[config.mk]
export PLATFORM = sky130hd
export DESIGN_NAME = lbist_ctrl
export DESIGN_NICKNAME = d
export VERILOG_FILES = /design/src/rtl/lbist_pkg.sv /design/src/rtl/lbist_lfsr.sv /design/src/rtl/lbist_ctrl.sv
export SDC_FILE = /design/constraint.sdc
export NUM_CORES = 1
export LEC_CHECK = 0
export CORE_ASPECT_RATIO = 0.75
export CORE_UTILIZATION = 35
export CTS_BUF_LIST = sky130_fd_sc_hd__clkbuf_4
export DETAILED_ROUTE_END_ITERATION = 16
export DONT_BUFFER_PORTS = 1
export PLACE_DENSITY = 0.47
export SYNTH_ARGS = -nofsm -noshare
export SYNTH_HDL_FRONTEND = slang
export SYNTH_SLANG_ARGS = --single-unit
[constraint.sdc]
create_clock -name CK -period 2 [get_ports CK]
set_input_delay 0.6 -clock CK [delete_from_list [all_inputs] [get_ports CK]]
set_output_delay 0.6 -clock CK [all_outputs]
set_load 0.02 [all_outputs]
[src/rtl/lbist_pkg.sv]
// Shared types and default constants for the logic-BIST controller.
// No logic; compile-time only.
// No flow control.
package lbist_pkg;

    // Controller sequencing states.
    typedef enum logic [2:0] {
        ST_IDLE,
        ST_LOAD,
        ST_CAPTURE,
        ST_SHIFT,
        ST_UNLOAD,
        ST_COMPARE,
        ST_DONE
    } lbist_state_e;

    // Feedback structure of the generic LFSR.
    typedef enum logic {
        FIBONACCI,
        GALOIS_MISR
    } lfsr_mode_e;

    // Polynomial masks: bit k-1 set for term x^k (x^16 implied by the MSB tap).
    // PRPG: x^16+x^14+x^13+x^11+1, taps on bits 15,13,12,10.
    localparam logic [15:0] PRPG_POLY_16 = 16'hB400;
    // MISR: x^16+x^15+x^13+x^4+1, lower terms folded in on MSB overflow.
    localparam logic [15:0] MISR_POLY_16 = 16'hA011;

    // Default PRPG start value; must be non-zero for a maximal-length sequence.
    localparam logic [15:0] PRPG_SEED_DEFAULT = 16'hACE1;

endpackage

[src/rtl/lbist_lfsr.sv]
// Generic LFSR: Fibonacci pattern generator or Galois signature register.
// Latency: state updates on the clock edge after load_i/en_i.
// No backpressure; load_i overrides en_i, holds when neither is set.
module lbist_lfsr
    import lbist_pkg::*;
#(
    parameter int unsigned  W       = 16,
    parameter logic [W-1:0] POLY    = PRPG_POLY_16,
    parameter lfsr_mode_e   MODE    = FIBONACCI,
    parameter logic [W-1:0] RST_VAL = '0,
    parameter int unsigned  OUT_W   = W
) (
    input  logic             clk_i,
    input  logic             rst_ni,
    input  logic             load_i,
    input  logic [W-1:0]     load_val_i,
    input  logic             en_i,
    input  logic [W-1:0]     par_i,
    output logic [OUT_W-1:0] state_o
);

    logic [W-1:0] state_q;
    logic [W-1:0] state_d;

    // Next state: parallel load, one LFSR step with the parallel input folded in, or hold.
    always_comb begin
        state_d = state_q;
        if (load_i) begin
            state_d = load_val_i;
        end else if (en_i) begin
            if (MODE == FIBONACCI) begin
                state_d = {state_q[W-2:0], ^(state_q & POLY)} ^ par_i;
            end else begin
                state_d = {state_q[W-2:0], 1'b0}
                        ^ (state_q[W-1] ? POLY : '0)
                        ^ par_i;
            end
        end
    end

    // State register with asynchronous return to the reset value.
    always_ff @(posedge clk_i or negedge rst_ni) begin
        if (!rst_ni) begin
            state_q <= RST_VAL;
        end else begin
            state_q <= state_d;
        end
    end

    assign state_o = state_q[OUT_W-1:0];

endmodule

[src/rtl/lbist_ctrl.sv]
// Logic-BIST controller: PRPG drives chain SI, FSM drives SE, MISR compacts SO.
// Latency: SE/busy rise the cycle after start; done after (PATTERNS+1)*CHAIN_LEN+PATTERNS+1 cycles.
// No backpressure; start is only honoured in IDLE/DONE and ignored while busy.
module lbist_ctrl
    import lbist_pkg::*;
#(
    parameter int unsigned       CHAINS    = 4,
    parameter int unsigned       CHAIN_LEN = 16,
    parameter int unsigned       PATTERNS  = 32,
    parameter int unsigned       PRPG_W    = 16,
    parameter int unsigned       MISR_W    = 16,
    parameter logic [PRPG_W-1:0] PRPG_SEED = PRPG_SEED_DEFAULT,
    parameter logic [PRPG_W-1:0] PRPG_POLY = PRPG_POLY_16,
    parameter logic [MISR_W-1:0] MISR_POLY = MISR_POLY_16
) (
    input  logic              CK,
    input  logic              RN,
    input  logic              start,
    input  logic [MISR_W-1:0] golden,
    input  logic [CHAINS-1:0] SO,
    output logic              SE,
    output logic [CHAINS-1:0] SI,
    output logic              busy,
    output logic              done,
    output logic              pass,
    output logic [MISR_W-1:0] signature
);

    localparam int unsigned SC_W = $clog2(CHAIN_LEN);
    localparam int unsigned PC_W = $clog2(PATTERNS + 1);
    localparam logic [SC_W-1:0] SC_LAST = SC_W'(CHAIN_LEN - 1);
    localparam logic [PC_W-1:0] PC_LAST = PC_W'(PATTERNS - 1);

    lbist_state_e    state_q, state_d;
    logic [SC_W-1:0] shift_cnt_q, shift_cnt_d;
    logic [PC_W-1:0] pat_cnt_q, pat_cnt_d;
    logic            se_q, se_d;
    logic            busy_q, busy_d;
    logic            done_q, done_d;
    logic            pass_q, pass_d;
    logic            run_start;
    logic            misr_en;
    logic [MISR_W-1:0] misr_par;
    logic [MISR_W-1:0] misr_sig;

    // Sequencing: shift-type phases count CHAIN_LEN cycles, captures count patterns.
    always_comb begin
        state_d     = state_q;
        shift_cnt_d = shift_cnt_q;
        pat_cnt_d   = pat_cnt_q;
        done_d      = done_q;
        pass_d      = pass_q;
        run_start   = 1'b0;
        case (state_q)
            ST_IDLE, ST_DONE: begin
                if (start) begin
                    state_d     = ST_LOAD;
                    run_start   = 1'b1;
                    shift_cnt_d = '0;
                    pat_cnt_d   = '0;
                    done_d      = 1'b0;
                    pass_d      = 1'b0;
                end
            end
            ST_LOAD, ST_SHIFT, ST_UNLOAD: begin
                if (shift_cnt_q == SC_LAST) begin
                    shift_cnt_d = '0;
                    if (state_q == ST_UNLOAD) begin
                        state_d = ST_COMPARE;
                    end else begin
                        state_d = ST_CAPTURE;
                    end
                end else begin
                    shift_cnt_d = shift_cnt_q + SC_W'(1);
                end
            end
            ST_CAPTURE: begin
                // The last capture's response goes out through UNLOAD instead of a SHIFT.
                pat_cnt_d = pat_cnt_q + PC_W'(1);
                if (pat_cnt_q == PC_LAST) begin
                    state_d = ST_UNLOAD;
                end else begin
                    state_d = ST_SHIFT;
                end
            end
            ST_COMPARE: begin
                pass_d  = (misr_sig == golden);
                done_d  = 1'b1;
                state_d = ST_DONE;
            end
            default: begin
                state_d = ST_IDLE;
            end
        endcase

        // SE and busy are decoded from the next state so they leave a flop.
        se_d   = (state_d == ST_LOAD) || (state_d == ST_SHIFT) || (state_d == ST_UNLOAD);
        busy_d = (state_d != ST_IDLE) && (state_d != ST_DONE);
    end

    // Controller state, counters and registered status outputs.
    always_ff @(posedge CK or negedge RN) begin
        if (!RN) begin
            state_q     <= ST_IDLE;
            shift_cnt_q <= '0;
            pat_cnt_q   <= '0;
            se_q        <= 1'b0;
            busy_q      <= 1'b0;
            done_q      <= 1'b0;
            pass_q      <= 1'b0;
        end else begin
            state_q     <= state_d;
            shift_cnt_q <= shift_cnt_d;
            pat_cnt_q   <= pat_cnt_d;
            se_q        <= se_d;
            busy_q      <= busy_d;
            done_q      <= done_d;
            pass_q      <= pass_d;
        end
    end

    // LOAD shifts out whatever the chains held before the run, so only
    // SHIFT and UNLOAD cycles feed the MISR.
    always_comb begin
        misr_en              = (state_q == ST_SHIFT) || (state_q == ST_UNLOAD);
        misr_par             = '0;
        misr_par[CHAINS-1:0] = SO;
    end

    // Pattern generator: steps whenever the chains shift, restarts from the seed per run.
    lbist_lfsr #(
        .W       (PRPG_W),
        .POLY    (PRPG_POLY),
        .MODE    (FIBONACCI),
        .RST_VAL (PRPG_SEED),
        .OUT_W   (CHAINS)
    ) u_prpg (
        .clk_i      (CK),
        .rst_ni     (RN),
        .load_i     (run_start),
        .load_val_i (PRPG_SEED),
        .en_i       (se_q),
        .par_i      ('0),
        .state_o    (SI)
    );

    // Signature register: compacts chain outputs, cleared per run.
    lbist_lfsr #(
        .W       (MISR_W),
        .POLY    (MISR_POLY),
        .MODE    (GALOIS_MISR),
        .RST_VAL ('0),
        .OUT_W   (MISR_W)
    ) u_misr (
        .clk_i      (CK),
        .rst_ni     (RN),
        .load_i     (run_start),
        .load_val_i ('0),
        .en_i       (misr_en),
        .par_i      (misr_par),
        .state_o    (misr_sig)
    );

    assign SE        = se_q;
    assign busy      = busy_q;
    assign done      = done_q;
    assign pass      = pass_q;
    assign signature = misr_sig;

endmodule

Word level (Yosys, flattened, before mapping)
Index checks and enable logic that the tools add are counted.

Register bits after elaboration: 49. Output and inout port bits: 24.

Add/subtract/negate cells: 2. Equal/unequal tests: 14. Muxes and demuxes: 20. Bitwise gates (word level): 2. Reductions and logical operators: 17.

Operators by type and width (count): 16-bit two-way mux (5); 16-bit equality test (1); 16-bit XOR reduction (1); 16-bit bitwise XOR (1); 16-bit by 4-bit bitwise XOR with 16-bit output (1); 3-bit equality test (second input constant) (4); 3-bit two-way mux (4); 3-bit case mux with 4 select lines (1); 6-bit case mux with 2 select lines (1); 2-bit nonzero test (5); 3-bit by 2-bit equality test with 1-bit output (second input constant) (3); 4-bit two-way mux (2); 4-bit case mux with 2 select lines (1); 6-bit by 1-bit adder with 6-bit output (second input constant) (1); 3-bit by 1-bit equality test with 1-bit output (second input constant) (2); 6-bit by 5-bit equality test with 1-bit output (second input constant) (1); 6-bit two-way mux (1); 2-bit AND reduction (3); 4-bit by 1-bit adder with 4-bit output (second input constant) (1); 4-bit equality test (second input constant) (1); 1-bit case mux with 2 select lines (2); 3-bit zero test (1); 1-bit logical OR (3); 1-bit two-way mux (3); other kinds (6) (6).

Longest topological paths before layout
Gate-level depths: netlist of run 1.

Depth after elaboration: 7. Depth in mapped cells: 6.

Cells and area by module
A second synthesis of run 1 with hierarchy kept.

Cells, all modules: 306. Area total of the unflattened synthesis: 3016.6 um^2.

Modules (own cells, without submodules): lbist_ctrl (times used 1, cells an instance 123, area each 1123.6 um^2, sequential area each 425.4 um^2); lbist_lfsr at u_prpg (times used 1, cells an instance 92, area each 949.7 um^2, sequential area each 410.4 um^2); lbist_lfsr at u_misr (times used 1, cells an instance 91, area each 943.4 um^2, sequential area each 400.4 um^2).

Worst setup path before layout of run 1
Ideal clock, no wire load.

Kind: flip-flop to flip-flop. From: reg shift_cnt_q[0]. To: reg se_q (netlist: SE). Library setup time: 125 ps. Data arrival time: 1554 ps. Required time: 1875 ps. Setup slack: 321 ps. Stages on the path, launching flop included: 7. Buffers on the path: 0. Cell sequence: dfrtp_1 -> ha_1 -> and3_4 -> a211oi_1 -> a311oi_1 -> a21oi_2 -> mux2_4.

Longest elaborated chain between the ends: 6. Elaborated cells on any way between the ends: 8. Those cells by class: 4 x eq/ne; 2 x mux; 2 x reduce/logical.

RTL lines: from (decl) (RTL line lbist_ctrl.sv:35) `logic [SC_W-1:0] shift_cnt_q, shift_cnt_d;`; from (signal assigned) (RTL line lbist_ctrl.sv:113) `shift_cnt_q <= shift_cnt_d;`; 4-bit equality test * (RTL line lbist_ctrl.sv:66) `if (shift_cnt_q == SC_LAST) begin`; 3-bit two-way mux * (RTL line lbist_ctrl.sv:66); 3-bit case mux with 4 select lines * (RTL line lbist_ctrl.sv:54) `case (state_q)`; 3-bit by 1-bit equality test with 1-bit output or 3-bit by 2-bit equality test with 1-bit output (tied branches) (RTL line lbist_ctrl.sv:97) `se_d = (state_d == ST_LOAD) || (state_d == ST_SHIFT) || (state_d == ST_UNLOAD);`; 1-bit logical OR (RTL line lbist_ctrl.sv:97); 1-bit logical OR * (RTL line lbist_ctrl.sv:97); via se_d (RTL line lbist_ctrl.sv:37) `logic se_q, se_d;`; to (signal assigned) (RTL line lbist_ctrl.sv:107) `se_q <= 1'b0;`; to (signal assigned) (RTL line lbist_ctrl.sv:115) `se_q <= se_d;`; to (decl) (RTL line lbist_ctrl.sv:37).

The timed path passes the listed nets; every way through them passes the cells marked *. A chain may end at the register's enable or synchronous reset.

Worst setup path after layout of run 1
Same ends and word-level chain as after synthesis.

==> Implementation_results.wiki, run 1 <==
{| class="wikitable"
! Metric !! Value
|-
| GRT Residual Overflow || 0
|-
| PwrDens || 1520 nW/um2
|-
| IO Pins || 47
|-
| Combinational family with the most area after synthesis || simple AND/OR/NAND/NOR gates
|-
| Count of flip-flops with a built-in enable after synthesis || 0
|-
| Total Nets Final || 274
|-
| Count of H-tree levels built during CTS || 2
|-
| Yosys reg bits || 49
|-
| Antenna diode count || 0
|-
| DR iter-0 viols || 82
|-
| Routed Wire Length || 5100 um
|-
| Critical path class || reg -> reg
|-
| Synth Flop Type || sky130_fd_sc_hd__dfrtp_1
|-
| Cell taking the most area after synthesis || sky130_fd_sc_hd__dfrtp_1
|-
| Number of nets produced by synthesis || 275
|-
| Capture point of the worst path || SE$_DFF_PN0_
|-
| Async set-or-reset flop fraction in the synthesized netlist || 100%
|-
| Number of gates resized after CTS || 0
|-
| Layout cells sized above 1 || 16.8%
|-
| Std-Cell Rows || 26
|-
| Top-area cell type share of the netlist area || 39.9%
|-
| Post-synth design cell area || 2570 um2
|-
| Overall die width || 101 um
|-
| Final number of hold-violating endpoints || 0
|-
| Logic depth of the worst register-to-register path || 6
|-
| Clock latency at the later pin of the worst-skew pair || 0.37 ns
|-
| Relative area change from synthesis to final layout || 5.49%
|-
| Setup ws final || 0.176 ns
|-
| Number of buffers added on ports || 0
|-
| Period utilization || 91.2%
|-
| Post-detailed-placement half-perimeter wirelength || 3490 um
|-
| Count of different cell masters after synthesis || 42
|-
| Detailed-router iteration count before antenna repair || 4
|-
| Final number of max-transition violations || 0
|-
| Sinks on Clock Net || 49
|-
| Time the worst path needs with I/O delays and setup || 1.82 ns
|-
| Number of filler cells placed in the layout || 725
|-
| Highest-count cells in the layout ignoring fill and taps || sky130_fd_sc_hd__dfrtp_1, sky130_fd_sc_hd__nand2_1, sky130_fd_sc_hd__nor2_1
|-
| Total negative slack for setup checks || 0 ns
|-
| Global Route Usage Sum || 14.6%
|-
| Peak supply drop || 0.571 mV
|-
| Cells taking the most area after synthesis || sky130_fd_sc_hd__dfrtp_1, sky130_fd_sc_hd__dfstp_2, sky130_fd_sc_hd__mux2i_1, sky130_fd_sc_hd__xor2_1, sky130_fd_sc_hd__nand2_1
|-
| First element of the critical path || shift_cnt_q[0]$_DFFE_PN0P_
|-
| First-pass GRT wire length || 8890 um
|-
| Data arrival time of the worst path || 2.08 ns
|-
| Post-detailed-route via-to-cell ratio || 4.91
|-
| Worst Setup Slack post-DPL || 0.208 ns
|-
| WP data required || 2.26 ns
|-
| End of the worst register-to-register path || SE$_DFF_PN0_
|-
| TritonCTS clock tree || built
|-
| Most frequent standard cell in the layout excluding fill and tap cells || sky130_fd_sc_hd__dfrtp_1
|-
| Vertical die dimension || 76.3 um
|-
| DR WL/cell || 14.7 um
|-
| Compound-gate portion of the synthesized area || 13.0%
|-
| Finished Core Util || 39.0%
|-
| Leak || 0.00122 uW
|-
| Average cell area after synthesis || 10.3 um2
|-
| Relative slew slack || 56.7%
|-
| Sequential cell area fraction in the yosys report || 48.0%
|-
| # DRC || 0
|-
| Initial core utilization || 37.0%
|-
| Fin cells || 348
|-
| Number of buffers between clock root and the deepest sink || 2
|-
| Worst Setup End Kind || flop
|-
| Maximum number of pins on one net before global-route repair || 42
|-
| Vias in the first global route || 1724
|-
| Area of the die || 7700 um2
|-
| Worst Tran Pin Value || 0.649 ns
|-
| Placeable Area || 6960 um2
|-
| Proportion of synthesized area in mux cells || 6.81%
|-
| Number of nets with antenna violations after detailed routing || 0
|-
| Critical R2R Launch || shift_cnt_q[0]$_DFFE_PN0P_
|-
| Post-Synth XOR/XNOR Area || 9.53%
|-
| # Max-Cap Violations || 0
|-
| Weighted congestion at the end of routability-driven global placement || 0.708
|-
| Path class of the lowest-slack min-delay path || in -> async
|-
| Adder-cell share of the synthesized area || 0.972%
|-
| Worst setup SP type || flop
|-
| Number of failing setup endpoints in the final timing report || 0
|-
| Post-route clock skew || 0.0238 ns
|-
| YS warnings || 0
|-
| Simple logic cell fraction of the synthesized area || 16.6%
|-
| Status || completed
|-
| Worst R2R Setup Slack || 0.18 ns
|-
| Maximum frequency from static timing analysis || 0.548 GHz
|-
| Inserted Clock Buffers || 5
|-
| Post-CTS clock slew at the launch and capture registers of the worst setup and hold paths || 0.17 ns
|-
| Critical-path maximum fanout || 5
|-
| Cells after DPL || 338
|-
| Unrepaired setup endpoints after global routing || false
|-
| CTS Root Cell || sky130_fd_sc_hd__clkbuf_4
|-
| Via count of the routed design || 1710
|-
| Number of antenna violations at the first check in global routing || 0
|-
| Number of cells produced by synthesis || 250
|}
==> per-stage QoR <==
step / hold WS, ns / power, uW / area, um2
after global routing: 0.0148 / 4510 / 2720
after CTS: 0.0165 / 4170 / 2710
final: 0.0366 / 4120 / 2720
after floorplan: 0.304 / 3430 / 2570
after global placement: 0.306 / 3640 / 2620
after detailed placement: 0.305 / 3640 / 2620
==> cell usage after synthesis (all sizes together) (2+ instances only) <==
cell	n
nor2b	2
dfstp	8
xnor2	10
a211oi	8
ha	2
nor2	23
nand3	4
nor4	5
dfrtp	41
a21oi	13
inv	3
o31ai	2
a21o	3
o21ai	15
nor3	4
nand2b	3
buf	15
nand4	4
mux2i	16
nand2	39
xor2	18
==> kinds of logic after synthesis <==
family	count (synthesis)
flops	49
buf+inv	19
simple gates	88
xor+xnor	28
fa+ha+maj	2
mux	17
compound gates	47
==> critical path: stages, from the launching register on <==
cell and delay (ns):
sky130_fd_sc_hd__dfrtp_1 0.45, sky130_fd_sc_hd__ha_1 0.26, sky130_fd_sc_hd__and3_4 0.18, sky130_fd_sc_hd__a211oi_1 0.24
sky130_fd_sc_hd__a311oi_1 0.09, sky130_fd_sc_hd__a21oi_2 0.20, sky130_fd_sc_hd__mux2_4 0.31
==> area by class of cell <==
cell class              instances  area (um2)  share of cell area (%)
well taps                      98         123                    4.52
repair buffers                  8        75.1                    2.76
inverters                       3        11.3                   0.415
clock inverters                 3        25.0                   0.922
multi-input cells             182        1210                    44.5
clock buffers                   5        37.5                    1.38
flip-flops and latches         49        1240                    45.5
==> registers in the layout, summed over array words and instances, names as in the netlist <==
signal,count
u_misr.state_o,16
u_prpg.state_q,16
pat_cnt_q,6
shift_cnt_q,4
state_q,3
SE,1
busy,1
done,1
pass,1
==> power by group <==
group,total [uW],switching [uW],internal [uW]
clock,495,348,147
sequential,2160,702,1460
combinational,1470,759,708
total,4120,1810,2310
==> worst min-delay path by stage <==
stage	end	startpoint	cells past startpoint	slack, ns
after global placement	u_prpg.state_q[14]$_DFFE_PN0P_	RN	0	0.31
after detailed placement	u_prpg.state_q[3]$_DFFE_PN0P_	RN	0	0.31
after CTS	u_prpg.state_q[5]$_DFFE_PN1P_	RN	0	0.02
final	u_prpg.state_q[14]$_DFFE_PN0P_	RN	1	0.04
after global routing	u_prpg.state_q[3]$_DFFE_PN0P_	RN	1	0.01
after floorplan	SE$_DFF_PN0_	RN	0	0.30
==> repair_timing <==
item | CTS | global route
hold buffers | 1 | 1
buffers inserted | 0 | 0
hold endpoints to repair | 41 | 6
==> metal layers <==
metal,vias up,track usage [%],wire length [um]
met5,-,0,0
met1,815,22.1,2620
met4,0,3.04,21
met3,2,4.68,332
li1,856,-,-
met2,37,20.2,2130
Note: power is estimated with default switching activity, not from simulation.
==> run 2, diff against run 1 <==
- HOLD_SLACK_MARGIN: unset -> 0.15
==> Implementation_results.wiki, run 2 (synthesis gave the netlist of run 1 again) <==
{| class="wikitable"
! Metric !! Value
|-
| Inserted Clock Buffers || 5
|-
| Relative slew slack || 56.8%
|-
| Detailed-router iteration count before antenna repair || 6
|-
| Number of failing setup endpoints in the final timing report || 0
|-
| Clock latency at the later pin of the worst-skew pair || 0.37 ns
|-
| Data arrival time of the worst path || 2.08 ns
|-
| Via count of the routed design || 1729
|-
| Post-detailed-route via-to-cell ratio || 4.97
|-
| Worst Setup Slack post-DPL || 0.208 ns
|-
| Unrepaired setup endpoints after global routing || false
|-
| Highest-count cells in the layout ignoring fill and taps || sky130_fd_sc_hd__dfrtp_1, sky130_fd_sc_hd__nand2_1, sky130_fd_sc_hd__nor2_1
|-
| Worst hold margin || 0.408 ns
|-
| Global Route Usage Sum || 14.5%
|-
| PwrDens || 1520 nW/um2
|-
| # DRC || 0
|-
| Vias in the first global route || 1728
|-
| Antenna diode count || 0
|-
| Critical path class || reg -> reg
|-
| Number of buffers between clock root and the deepest sink || 2
|-
| Area of the die || 7700 um2
|-
| Peak supply drop || 0.573 mV
|-
| Setup ws final || 0.175 ns
|-
| Leak || 0.00122 uW
|-
| Layout cells sized above 1 || 16.8%
|-
| Number of antenna violations at the first check in global routing || 0
|-
| Post-detailed-placement half-perimeter wirelength || 3490 um
|-
| IO Pins || 47
|-
| Post-route clock skew || 0.0204 ns
|-
| Final Total Pwr || 4130 uW
|-
| GRT Residual Overflow || 0
|-
| Maximum number of pins on one net before global-route repair || 50
|-
| Status || completed
|-
| TritonCTS clock tree || built
|-
| # Max-Cap Violations || 0
|-
| Period utilization || 91.3%
|-
| Routed Wire Length || 5020 um
|-
| Initial core utilization || 37.0%
|-
| Sinks on Clock Net || 49
|-
| First-pass GRT wire length || 8830 um
|-
| CTS Root Cell || sky130_fd_sc_hd__clkbuf_4
|-
| DR WL/cell || 14.4 um
|-
| Critical-path maximum fanout || 5
|-
| Std-Cell Rows || 26
|-
| Vertical die dimension || 76.3 um
|-
| Number of gates resized after CTS || 0
|-
| Count of H-tree levels built during CTS || 2
|-
| Time the worst path needs with I/O delays and setup || 1.83 ns
|-
| Weighted congestion at the end of routability-driven global placement || 0.708
|-
| Path class of the lowest-slack min-delay path || in -> reg
|-
| Final number of hold-violating endpoints || 0
|-
| Total negative slack for setup checks || 0 ns
|-
| Final number of max-transition violations || 0
|-
| Number of buffers added on ports || 0
|-
| Number of nets with antenna violations after detailed routing || 0
|-
| Placeable Area || 6960 um2
|-
| DR iter-0 viols || 81
|-
| Post-CTS clock slew at the launch and capture registers of the worst setup and hold paths || 0.16 ns
|-
| Total Nets Final || 274
|-
| WP data required || 2.26 ns
|-
| Number of instances on the worst hold path || 2
|-
| Worst Setup End Kind || flop
|-
| Worst setup SP type || flop
|-
| Relative area change from synthesis to final layout || 5.79%
|-
| Number of filler cells placed in the layout || 726
|-
| Logic depth of the worst register-to-register path || 6
|-
| Overall die width || 101 um
|-
| Most frequent standard cell in the layout excluding fill and tap cells || sky130_fd_sc_hd__dfrtp_1
|-
| Worst Tran Pin Value || 0.649 ns
|-
| Maximum frequency from static timing analysis || 0.548 GHz
|}
## run 2: stage by stage
| stage | util, % | instances | cell area (um2) |
|---|---|---|---|
| global route | 39.1 | 348 | 2720 |
| finish | 39.1 | 348 | 2720 |
| detailed placement | 37.7 | 338 | 2620 |
| floorplan | - | 250 | 2570 |
| global placement | 37.7 | 338 | 2620 |
| CTS | 39.1 | 348 | 2720 |
## run 2: routing by layer
layer / vias to the layer above / routed length (um) / global-route usage, %
li1: 853 / - / -
met1: 823 / 2530 / 21.8
met2: 51 / 2100 / 20.0
met4: 0 / 21 / 3.04
met3: 2 / 357 / 4.68
met5: - / 0 / 0
## run 2: where the power goes
group / switching, uW / internal, uW
registers: 702 / 1460
clock network: 345 / 147
logic: 763 / 709
total: 1810 / 2320
## run 2: critical path: stages (launching register included)
cell,delay [ns]
sky130_fd_sc_hd__dfrtp_1,0.45
sky130_fd_sc_hd__ha_1,0.26
sky130_fd_sc_hd__and3_4,0.18
sky130_fd_sc_hd__a211oi_1,0.24
sky130_fd_sc_hd__a311oi_1,0.09
sky130_fd_sc_hd__a21oi_2,0.20
sky130_fd_sc_hd__mux2_4,0.31
## run 2: cell type report
| class | instances | area (um2) | area share, % |
|---|---|---|---|
| clock inverters | 3 | 25.0 | 0.919 |
| repair buffers | 8 | 82.6 | 3.03 |
| well taps | 98 | 123 | 4.50 |
| flip-flops and latches | 49 | 1240 | 45.4 |
| clock buffers | 5 | 37.5 | 1.38 |
| multi-input cells | 182 | 1210 | 44.3 |
| inverters | 3 | 11.3 | 0.414 |
## run 2: repair_timing
action                                 4_1_cts  5_1_grt
setup buffers                                0        0
endpoints found under the hold margin       49        0
hold buffers                                 2        0
## run 2: path summary, 6_finish.rpt
kind / start / to / slack, ns
min reg2reg: shift_cnt_q[3]$_DFFE_PN0P_ / shift_cnt_q[3]$_DFFE_PN0P_ / 0.49
min in group asynchronous: RN / u_prpg.state_q[3]$_DFFE_PN0P_ / 0.71
max: shift_cnt_q[0]$_DFFE_PN0P_ / SE$_DFF_PN0_ / 0.17
max reg2reg: shift_cnt_q[0]$_DFFE_PN0P_ / SE$_DFF_PN0_ / 0.17
max in group asynchronous: RN / u_prpg.state_q[7]$_DFFE_PN1P_ / 0.99
min: SO[2] / u_misr.state_o[2]$_DFFE_PN0P_ / 0.41
==> run 3, diff against run 2 <==
- GPL_TIMING_DRIVEN: unset -> 1
==> results of run 3 <==
The final DEF is identical to that of run 2; final timing and power are the same.
